[src/rtl/mips_pkg.sv]
// Shared MIPS constants: memory geometry defaults used by the loader and the
// fetch-side memory, plus the instruction-memory loader state type.
package mips_pkg;

  localparam int MEM_WIDTH_DEFAULT  = 8;
  localparam int WORD_WIDTH_DEFAULT = 32;
  localparam int MEM_DEPTH_DEFAULT  = 1024;
  localparam int ADDR_SIZE_DEFAULT  = 32;

  localparam int BYTES_PER_WORD = 4;
  localparam int IDX_WIDTH      = $clog2(BYTES_PER_WORD);

  typedef enum logic [1:0] {
    IDLE,
    WAIT_WORD,
    WRITE,
    DONE
  } imem_ld_state_t;

endpackage

[src/rtl/imem_loader_word_byte_serializer.sv]
// Picks one byte of an instruction word, MSB first, so the big-endian
// layout expected by the fetch path is defined only here.
module word_byte_serializer
  import mips_pkg::*;
#(
  parameter int MEM_WIDTH  = MEM_WIDTH_DEFAULT,
  parameter int WORD_WIDTH = WORD_WIDTH_DEFAULT
) (
  input  logic [WORD_WIDTH-1:0] word_i,
  input  logic [IDX_WIDTH-1:0]  idx_i,
  output logic [MEM_WIDTH-1:0]  byte_o
);

  logic [WORD_WIDTH-1:0] shifted;

  // Shift the selected byte up to the top so index 0 yields the MSB.
  always_comb begin
    shifted = word_i << (MEM_WIDTH * idx_i);
    byte_o  = shifted[WORD_WIDTH-1 -: MEM_WIDTH];
  end

endmodule

[src/rtl/imem_loader.sv]
// Streams 32-bit instruction words into the byte-wide instruction memory,
// big-endian, while stalling the CPU. Optional IMEM_LOADER_CHECKSUM_EN adds a running XOR.
module imem_loader
  import mips_pkg::*;
#(
  parameter int MEM_WIDTH  = MEM_WIDTH_DEFAULT,
  parameter int WORD_WIDTH = WORD_WIDTH_DEFAULT,
  parameter int MEM_DEPTH  = MEM_DEPTH_DEFAULT,
  parameter int ADDR_SIZE  = ADDR_SIZE_DEFAULT
) (
  input  logic                  clk,
  input  logic                  rst,
  input  logic                  start,
  input  logic [ADDR_SIZE-1:0]  base_addr,
  input  logic [ADDR_SIZE-1:0]  word_count,
  input  logic                  in_valid,
  input  logic [WORD_WIDTH-1:0] in_word,
  output logic                  in_ready,
  output logic                  mem_we,
  output logic [ADDR_SIZE-1:0]  mem_addr,
  output logic [MEM_WIDTH-1:0]  mem_wdata,
  output logic                  cpu_hold,
  output logic                  done,
  output logic                  wrap_err
`ifdef IMEM_LOADER_CHECKSUM_EN
  ,
  output logic [WORD_WIDTH-1:0] checksum
`endif
);

  localparam logic [ADDR_SIZE-1:0] ADDR_MASK  = ADDR_SIZE'(MEM_DEPTH - 1);
  localparam logic [ADDR_SIZE-1:0] DEPTH_LIM  = ADDR_SIZE'(MEM_DEPTH);
  localparam logic [IDX_WIDTH-1:0] LAST_IDX   = IDX_WIDTH'(BYTES_PER_WORD - 1);

  imem_ld_state_t        state_q, state_d;
  logic [ADDR_SIZE-1:0]  ptr_q, ptr_d;
  logic [ADDR_SIZE-1:0]  remaining_q, remaining_d;
  logic [IDX_WIDTH-1:0]  idx_q, idx_d;
  logic [WORD_WIDTH-1:0] word_q, word_d;
  logic                  start_acc;

  logic                  in_ready_q, in_ready_d;
  logic                  mem_we_q, mem_we_d;
  logic [ADDR_SIZE-1:0]  mem_addr_q, mem_addr_d;
  logic [MEM_WIDTH-1:0]  mem_wdata_q, mem_wdata_d;
  logic                  cpu_hold_q, cpu_hold_d;
  logic                  done_q, done_d;
  logic                  wrap_err_q, wrap_err_d;
  logic [MEM_WIDTH-1:0]  byte_next;

  // Outputs are registered from next-state values, so they line up with the state they describe.
  word_byte_serializer #(
    .MEM_WIDTH  (MEM_WIDTH),
    .WORD_WIDTH (WORD_WIDTH)
  ) u_serializer (
    .word_i (word_d),
    .idx_i  (idx_d),
    .byte_o (byte_next)
  );

  always_ff @(posedge clk or posedge rst) begin
    if (rst) begin
      state_q     <= IDLE;
      ptr_q       <= '0;
      remaining_q <= '0;
      idx_q       <= '0;
      word_q      <= '0;
      in_ready_q  <= 1'b0;
      mem_we_q    <= 1'b0;
      mem_addr_q  <= '0;
      mem_wdata_q <= '0;
      cpu_hold_q  <= 1'b0;
      done_q      <= 1'b0;
      wrap_err_q  <= 1'b0;
    end else begin
      state_q     <= state_d;
      ptr_q       <= ptr_d;
      remaining_q <= remaining_d;
      idx_q       <= idx_d;
      word_q      <= word_d;
      in_ready_q  <= in_ready_d;
      mem_we_q    <= mem_we_d;
      mem_addr_q  <= mem_addr_d;
      mem_wdata_q <= mem_wdata_d;
      cpu_hold_q  <= cpu_hold_d;
      done_q      <= done_d;
      wrap_err_q  <= wrap_err_d;
    end
  end

  always_comb begin
    state_d     = state_q;
    ptr_d       = ptr_q;
    remaining_d = remaining_q;
    idx_d       = idx_q;
    word_d      = word_q;
    start_acc   = 1'b0;
    case (state_q)
      IDLE: begin
        if (start) begin
          start_acc   = 1'b1;
          ptr_d       = base_addr;
          remaining_d = word_count;
          state_d     = (word_count == '0) ? DONE : WAIT_WORD;
        end
      end
      WAIT_WORD: begin
        if (in_valid) begin
          word_d  = in_word;
          idx_d   = '0;
          state_d = WRITE;
        end
      end
      WRITE: begin
        ptr_d = ptr_q + ADDR_SIZE'(1);
        idx_d = idx_q + IDX_WIDTH'(1);
        if (idx_q == LAST_IDX) begin
          remaining_d = remaining_q - ADDR_SIZE'(1);
          state_d     = (remaining_q == ADDR_SIZE'(1)) ? DONE : WAIT_WORD;
        end
      end
      DONE:    state_d = IDLE;
      default: state_d = IDLE;
    endcase
  end

  // The wrap flag is judged on the unreduced pointer of the byte about to be written.
  always_comb begin
    in_ready_d  = (state_d == WAIT_WORD);
    mem_we_d    = (state_d == WRITE);
    mem_addr_d  = mem_we_d ? (ptr_d & ADDR_MASK) : '0;
    mem_wdata_d = mem_we_d ? byte_next : '0;
    cpu_hold_d  = (state_d != IDLE);
    done_d      = (state_d == DONE);
    wrap_err_d  = start_acc ? 1'b0 : (wrap_err_q | (mem_we_d && (ptr_d >= DEPTH_LIM)));
  end

  assign in_ready  = in_ready_q;
  assign mem_we    = mem_we_q;
  assign mem_addr  = mem_addr_q;
  assign mem_wdata = mem_wdata_q;
  assign cpu_hold  = cpu_hold_q;
  assign done      = done_q;
  assign wrap_err  = wrap_err_q;

`ifdef IMEM_LOADER_CHECKSUM_EN
  logic [WORD_WIDTH-1:0] checksum_q, checksum_d;

  always_comb begin
    checksum_d = checksum_q;
    if (start_acc) begin
      checksum_d = '0;
    end else if (state_q == WAIT_WORD && in_valid) begin
      checksum_d = checksum_q ^ in_word;
    end
  end

  always_ff @(posedge clk or posedge rst) begin
    if (rst) begin
      checksum_q <= '0;
    end else begin
      checksum_q <= checksum_d;
    end
  end

  assign checksum = checksum_q;
`endif

endmodule

[config.mk]
export PLATFORM = sky130hd
export DESIGN_NAME = imem_loader
export DESIGN_NICKNAME = d
export VERILOG_FILES = /design/src/rtl/mips_pkg.sv /design/src/rtl/imem_loader_word_byte_serializer.sv /design/src/rtl/imem_loader.sv
export SDC_FILE = /design/constraint.sdc
export NUM_CORES = 1
export LEC_CHECK = 0
export BUFFER_PORTS_ARGS = -buffer_cell sky130_fd_sc_hd__buf_2
export CORE_MARGIN = 3
export CORE_UTILIZATION = 52
export DETAILED_ROUTE_END_ITERATION = 12
export PLACE_DENSITY = 0.76
export SYNTH_ARGS = -nofsm -noshare
export SYNTH_HDL_FRONTEND = slang
export SYNTH_SLANG_ARGS = --single-unit
[constraint.sdc]
create_clock -name clk -period 4.96 [get_ports clk]
set_clock_uncertainty 0.2 [all_clocks]
set_input_delay 0.248 -clock clk [delete_from_list [all_inputs] [get_ports clk]]
set_output_delay 0.248 -clock clk [all_outputs]
set_load 0.005 [all_outputs]
==> impl_metrics.env, run 1 <==
export IMPL_cp_arrival_ps=3830
export IMPL_critPathSlowestCell="nor2_1"
export IMPL_drt_total_wl_um=20600
export IMPL_coreArea_sq_um=13500
export IMPL_ff2ff_path_depth=9
export IMPL_placed_cells=1056
export IMPL_syn_to_final_growth_pct=26.3
export IMPL_synth_cell_types=70
export IMPL_setup_slack_ps=1270
export IMPL_ys_seq_area_share_pct=42.2
export IMPL_post_cts_setup_buffers=0
export IMPL_syn_avg_cell_area_sq_um=9.21
export IMPL_placement_io_buffers=122
export IMPL_finalHoldViolations=0
export IMPL_rsz0062_at_grt="no"
export IMPL_max_slew_margin_pct=25.4
export IMPL_synthArstFlopShare_pct=100
export IMPL_fillers=1063
export IMPL_viasPerCell=5.96
export IMPL_ff2ff_setup_slack_ps=1270
export IMPL_htree_levels=4
export IMPL_die_w_um=124
export IMPL_clockRootBuffer="clkbuf_16"
export IMPL_vdd_drop_max_mv=0.340
export IMPL_final_cell_mix="dfrtp_1, buf_2, nand2_1, nor2_1, dlygate4sd3_1"
export IMPL_final_cells=1150
export IMPL_nets=1068
export IMPL_hold_worst_slack_ps=7.90
export IMPL_start_util_pct=54.2
export IMPL_synth_ff_type="dfrtp_1"
export IMPL_crit_chain="inv_1 > ha_1 > buf_4 > and2_1 > a21oi_1 > nor2_1 > buf_4 > o22ai_1 > a21oi_1"
export IMPL_place_gp_congestion=0.903
export IMPL_r2r_end="remaining_q[5]$_DFFE_PP0P_"
export IMPL_mostFrequentLayoutCell="dfrtp_1"
export IMPL_fin_util_pct=68.4
export IMPL_overflow=0
export IMPL_yosys_top_cells_area="dfrtp_1, mux2_2, mux2i_1"
export IMPL_cts_tree="built"
export IMPL_p_per_area_nw_per_um2=628
export IMPL_die_h_um=124
export IMPL_first_pass_iters=5
export IMPL_ctsHoldBuffers=62
export IMPL_synth_top_area_cell="dfrtp_1"
export IMPL_fmax_ghz=0.271
export IMPL_fp_row_count=42
export IMPL_drc_errors=0
export IMPL_ioPinCount=145
export IMPL_synth_edf_count=0
export IMPL_cts_buffer_depth=2
export IMPL_min_path_type="in -> reg"
export IMPL_critPathMaxFanout=19
export IMPL_critPathLaunchType="register"
export IMPL_fin_crit_sh_pct=74.5
export IMPL_clkTransAtPathRegs_ps=60
export IMPL_grt_pass1_wl_um=33700
export IMPL_insertion_delay_ps=420
export IMPL_globalRouteTotalUtil_pct=26.5
export IMPL_holdPathStages=3
export IMPL_status="finished clean"
export IMPL_synth_seq_cells=123
export IMPL_clock_sinks=123
export IMPL_ctsResizeCount=0
export IMPL_antenna_cells=0
export IMPL_yosysWarnings=0
export IMPL_pre_cts_slack_ps=1390
export IMPL_netlist_area_sq_um=7290
export IMPL_grt_max_degree=68
export IMPL_ant_nets=0
export IMPL_yosysTopAreaCellShare_pct=42.2
export IMPL_first_iter_violations=657
export IMPL_setup_viol=0
export IMPL_drv_slew=0
export IMPL_post_dp_hpwl_um=13500
export IMPL_crit_type="reg -> reg"
export IMPL_cp_required_ps=5100
export IMPL_holdCritStartpoint="base_addr[5]"
export IMPL_setup_tns_ps=0
export IMPL_p_leak_nw=4.00
export IMPL_cap_violations=0
export IMPL_holdPathEnd="ptr_q[5]$_DFF_PP0_"
export IMPL_via_count=6858
export IMPL_final_layout_size_suffix_gt1_share_pct=23.4
export IMPL_wire_per_inst_um=17.9
export IMPL_antenna_found_initial=0
export IMPL_worst_path_largest_cell_delay_ps=910
export IMPL_crit_path_end_kind="register"
export IMPL_synthCells=792
export IMPL_die_area_sq_um=15500
export IMPL_grt_pass1_vias=6732
export IMPL_reg2reg_from="state_q[0]$_DFF_PP0_"
export IMPL_worst_slew_pin_slew_ps=1120
export IMPL_min_period_ps=3690
export IMPL_numCtsBuffers=17
[critical path: cells and delay by family (launching register included)]
| family | cells | cell delay [ps] |
|---|---|---|
| DFF | 1 | 410 |
| adders and majority gates | 1 | 580 |
| AOI/OAI and AO/OA | 3 | 440 |
| and+or+nand+nor | 2 | 1210 |
| buffers and inverters | 3 | 750 |
[synth_stat cells, drive strengths merged (5+ instances only)]
cell    number
a21oi       50
or3          8
clkbuf      25
buf         42
mux2i       32
nand4       19
o311ai      10
mux2        51
nand4b       5
nor4        22
inv         20
nor2b       12
o22ai       13
nor2        64
nor3        17
ha           7
dfrtp      123
nand2       85
a31oi        5
and2         7
o21ai       46
nand3       29
and4         6
a22oi       10
and3         7
[final cells by class]
type	instances	area (sq um)	share of cell area, %
multi-input combinational	603	3870	42.0
sequential	123	3080	33.4
tap	176	220	2.39
timing repair buffer	196	1320	14.3
clock buffer	18	439	4.77
clock inverter	14	204	2.21
inverter	20	77.6	0.843
[power by group]
part           total [W]  internal (W)  switching (W)  leakage (nW)
clock            0.00136      0.000866       0.000491         0.317
sequential       0.00193       0.00149       0.000446          1.49
combinational    0.00249       0.00108        0.00141          2.20
[per-layer routing]
layer | global-route usage, % | up-vias | wire length [um]
met3 | 6.69 | 58 | 1350
met4 | 10.3 | 0 | 637
met5 | 0 | - | 0
li1 | - | 3228 | -
met1 | 35.0 | 3285 | 8930
met2 | 42.2 | 287 | 9710
[worst max-delay path by stage]
stage,start,cells after the start,end,slack (ps)
2_1_floorplan,rst,1,cpu_hold$_DFF_PP0_,1240
3_3_place_gp,state_q[0]$_DFF_PP0_,9,remaining_q[5]$_DFFE_PP0P_,1510
3_5_place_dp,state_q[0]$_DFF_PP0_,9,remaining_q[5]$_DFFE_PP0P_,1390
4_1_cts,state_q[0]$_DFF_PP0_,9,remaining_q[5]$_DFFE_PP0P_,1340
5_1_grt,state_q[0]$_DFF_PP0_,9,wrap_err$_DFF_PP0_,1060
6_report,state_q[0]$_DFF_PP0_,9,remaining_q[5]$_DFFE_PP0P_,1270
[through the flow]
step / total power, W / cell area, sq um
floorplan: 0.00367 / 7370
global placement: 0.00425 / 7940
detailed placement: 0.00432 / 7940
CTS: 0.00575 / 9210
global route: 0.00618 / 9210
finish: 0.00578 / 9210
[flip-flops by register name, indices dropped and copies added, names as in the netlist, 2 cells and up]
name and flops:
idx_q 2, mem_addr 10, ptr_q 32, remaining_q 32, word_q 32, mem_wdata 8, state_q 2
[logic make-up after synthesis]
kind of cell	after synthesis	share of synthesized area, %
XOR/XNOR	8	0.961
AND/OR/NAND/NOR	301	21.2
adder cells (fa/ha/maj)	7	1.20
other	1	0.0514
multiplexers	83	12.3
buffers and inverters	87	5.87
flip-flops	123	42.2
AO/OA/AOI/OAI	182	16.3
(Power assumes the default switching activity.)
==> inputs of run 2 (changes only) <==
--- a/config.mk
+++ b/config.mk
@@ -7,9 +7,9 @@
 export LEC_CHECK = 0
 export BUFFER_PORTS_ARGS = -buffer_cell sky130_fd_sc_hd__buf_2
 export CORE_MARGIN = 3
-export CORE_UTILIZATION = 52
+export CORE_UTILIZATION = 51
 export DETAILED_ROUTE_END_ITERATION = 12
-export PLACE_DENSITY = 0.76
+export PLACE_DENSITY = 0.78
 export SYNTH_ARGS = -nofsm -noshare
 export SYNTH_HDL_FRONTEND = slang
 export SYNTH_SLANG_ARGS = --single-unit
==> constraint.sdc (replaced) <==
create_clock -name clk -period 3.35 [get_ports clk]
set_clock_uncertainty 0.2 [all_clocks]
set_input_delay 0.1675 -clock clk [delete_from_list [all_inputs] [get_ports clk]]
set_output_delay 0.1675 -clock clk [all_outputs]
set_load 0.005 [all_outputs]
==> impl_metrics.env, run 2 (synthesis gave the netlist of run 1 again) <==
export IMPL_globalRouteTotalUtil_pct=27.6
export IMPL_cp_arrival_ps=3110
export IMPL_ioPinCount=145
export IMPL_die_area_sq_um=15800
export IMPL_fillers=1067
export IMPL_worst_slew_pin_slew_ps=775
export IMPL_p_total_w=0.00857
export IMPL_cts_tree="built"
export IMPL_ctsHoldBuffers=95
export IMPL_drc_errors=0
export IMPL_overflow=0
export IMPL_min_period_ps=3010
export IMPL_grt_pass1_wl_um=35300
export IMPL_fmax_ghz=0.332
export IMPL_syn_to_final_growth_pct=32.2
export IMPL_finalHoldViolations=0
export IMPL_post_dp_hpwl_um=14100
export IMPL_viasPerCell=5.81
export IMPL_clkTransAtPathRegs_ps=60
export IMPL_start_util_pct=52.3
export IMPL_place_gp_congestion=0.977
export IMPL_numCtsBuffers=17
export IMPL_p_leak_nw=4.20
export IMPL_crit_path_end_kind="register"
export IMPL_insertion_delay_ps=430
export IMPL_setup_tns_ps=0
export IMPL_status="finished clean"
export IMPL_rsz0062_at_grt="no"
export IMPL_nets=1119
export IMPL_critPathLaunchType="register"
export IMPL_swShare_pct=41.9
export IMPL_critPathSlowestCell="nor4_4"
export IMPL_min_path_type="in -> reg"
export IMPL_grt_pass1_vias=6989
export IMPL_placed_cells=1078
export IMPL_post_cts_setup_buffers=0
export IMPL_clock_sinks=123
export IMPL_dpl_instance_area_sq_um=8100
export IMPL_cap_violations=0
export IMPL_final_area_sq_um=9640
export IMPL_drt_total_wl_um=21400
export IMPL_via_count=7007
export IMPL_first_pass_iters=6
export IMPL_switchingPower_w=0.00359
export IMPL_p_per_area_nw_per_um2=889
export IMPL_first_iter_violations=740
export IMPL_regArea_sq_um=3080
export IMPL_critPathMaxFanout=8
export IMPL_pwr_share_clk_pct=21.6
export IMPL_final_cells=1205
export IMPL_vdd_drop_max_mv=0.567
export IMPL_crit_chain="ha_1 > nand3_1 > nor4_4 > a21oi_1 > and4bb_1 > or4b_1 > nor4_1 > a31oi_1"
export IMPL_wire_per_inst_um=17.7
export IMPL_setup_viol=0
export IMPL_die_h_um=126
export IMPL_seq_power_share_pct=33.5
export IMPL_reg_top3="ptr_q: 32 flops, remaining_q: 32 flops, word_q: 32 flops"
export IMPL_critical_path_top_delay_family="simple AND/OR/NAND/NOR gates"
export IMPL_multi_input_area_sq_um=3870
export IMPL_ctsResizeCount=0
export IMPL_hold_worst_slack_ps=23.1
export IMPL_path_buf_inv=0
export IMPL_ant_nets=0
export IMPL_antenna_cells=0
export IMPL_drv_slew=0
export IMPL_antenna_found_initial=0
export IMPL_crit_type="reg -> reg"
export IMPL_final_cell_mix="dfrtp_1, buf_2, dlygate4sd3_1, nand2_1, nor2_1"
export IMPL_fin_crit_sh_pct=89.9
export IMPL_mostFrequentLayoutCell="dfrtp_1"
export IMPL_power_frac_comb_pct=44.9
export IMPL_clockRootBuffer="clkbuf_16"
export IMPL_htree_levels=4
export IMPL_coreArea_sq_um=13900
export IMPL_cp_required_ps=3450
export IMPL_worst_path_largest_cell_delay_ps=460
export IMPL_cts_buffer_depth=2
export IMPL_ff2ff_setup_slack_ps=340
export IMPL_grt_max_degree=65
export IMPL_max_slew_margin_pct=47.9
export IMPL_final_layout_size_suffix_gt1_share_pct=24.0
export IMPL_fp_row_count=43
export IMPL_power_internal_w=0.00498
export IMPL_placement_io_buffers=122
export IMPL_die_w_um=126
run 2: cell types whose count changed in the layout (fill, tap and decap cells not counted), sizes merged:
cell / delta
clkbuf: -1
inv: +4
dlygate4sd3: +33
buf: +18
bufinv: -3
clkinv: -3
clkinvlp: +3
run 2: tightest hold or removal path: cells and delay by family:
family	cells	cell delay [ps]
buffers and inverters	1	80
AND/OR/NAND/NOR	1	120
AO/OA/AOI/OAI	1	180
multiplexers	1	50
run 2: power by group through the flow:
stage	Clock, W	Sequential, W	Combinational (W)
floorplan	0	0.00266	0.00277
finish	0.00185	0.00287	0.00384
global placement	0	0.00283	0.00362
global route	0.00195	0.00296	0.00427
detailed placement	0	0.00284	0.00369
CTS	0.00188	0.00283	0.00380
run 2: final timing paths:
| path | start | endpoint | cells after the start |
|---|---|---|---|
| min reg2reg | word_q[7]$_DFF_PP0_ | word_q[7]$_DFF_PP0_ | 1 |
| min in group asynchronous | rst | ptr_q[9]$_DFF_PP0_ | 3 |
| max in group asynchronous | rst | remaining_q[11]$_DFFE_PP0P_ | 4 |
| max | ptr_q[0]$_DFF_PP0_ | wrap_err$_DFF_PP0_ | 8 |
| min | base_addr[26] | ptr_q[26]$_DFF_PP0_ | 4 |
| max reg2reg | ptr_q[0]$_DFF_PP0_ | wrap_err$_DFF_PP0_ | 8 |
run 2: per-layer routing:
layer	up-vias	wire length (um)	track usage (%)
li1	3322	-	-
met1	3326	9140	36.9
met2	314	10300	44.6
met3	45	1490	6.88
met4	0	467	8.29
met5	-	0	0
run 2: area by class of cell:
class / instances / area share [%]
clock buffers: 17 / 4.41
clock inverters: 15 / 1.71
inverters: 20 / 0.818
multi-input cells: 603 / 40.1
flip-flops and latches: 123 / 31.9
well taps: 180 / 2.34
repair buffers: 247 / 18.7
run 2: per-stage QoR:
step | utilization, % | worst slack [ps]
6_report | 69.2 | 337
5_1_grt | 69.2 | 81.2
4_1_cts | 69.2 | 348
3_5_place_dp | 58.1 | 345
3_3_place_gp | 58.1 | 433
2_1_floorplan | - | 696
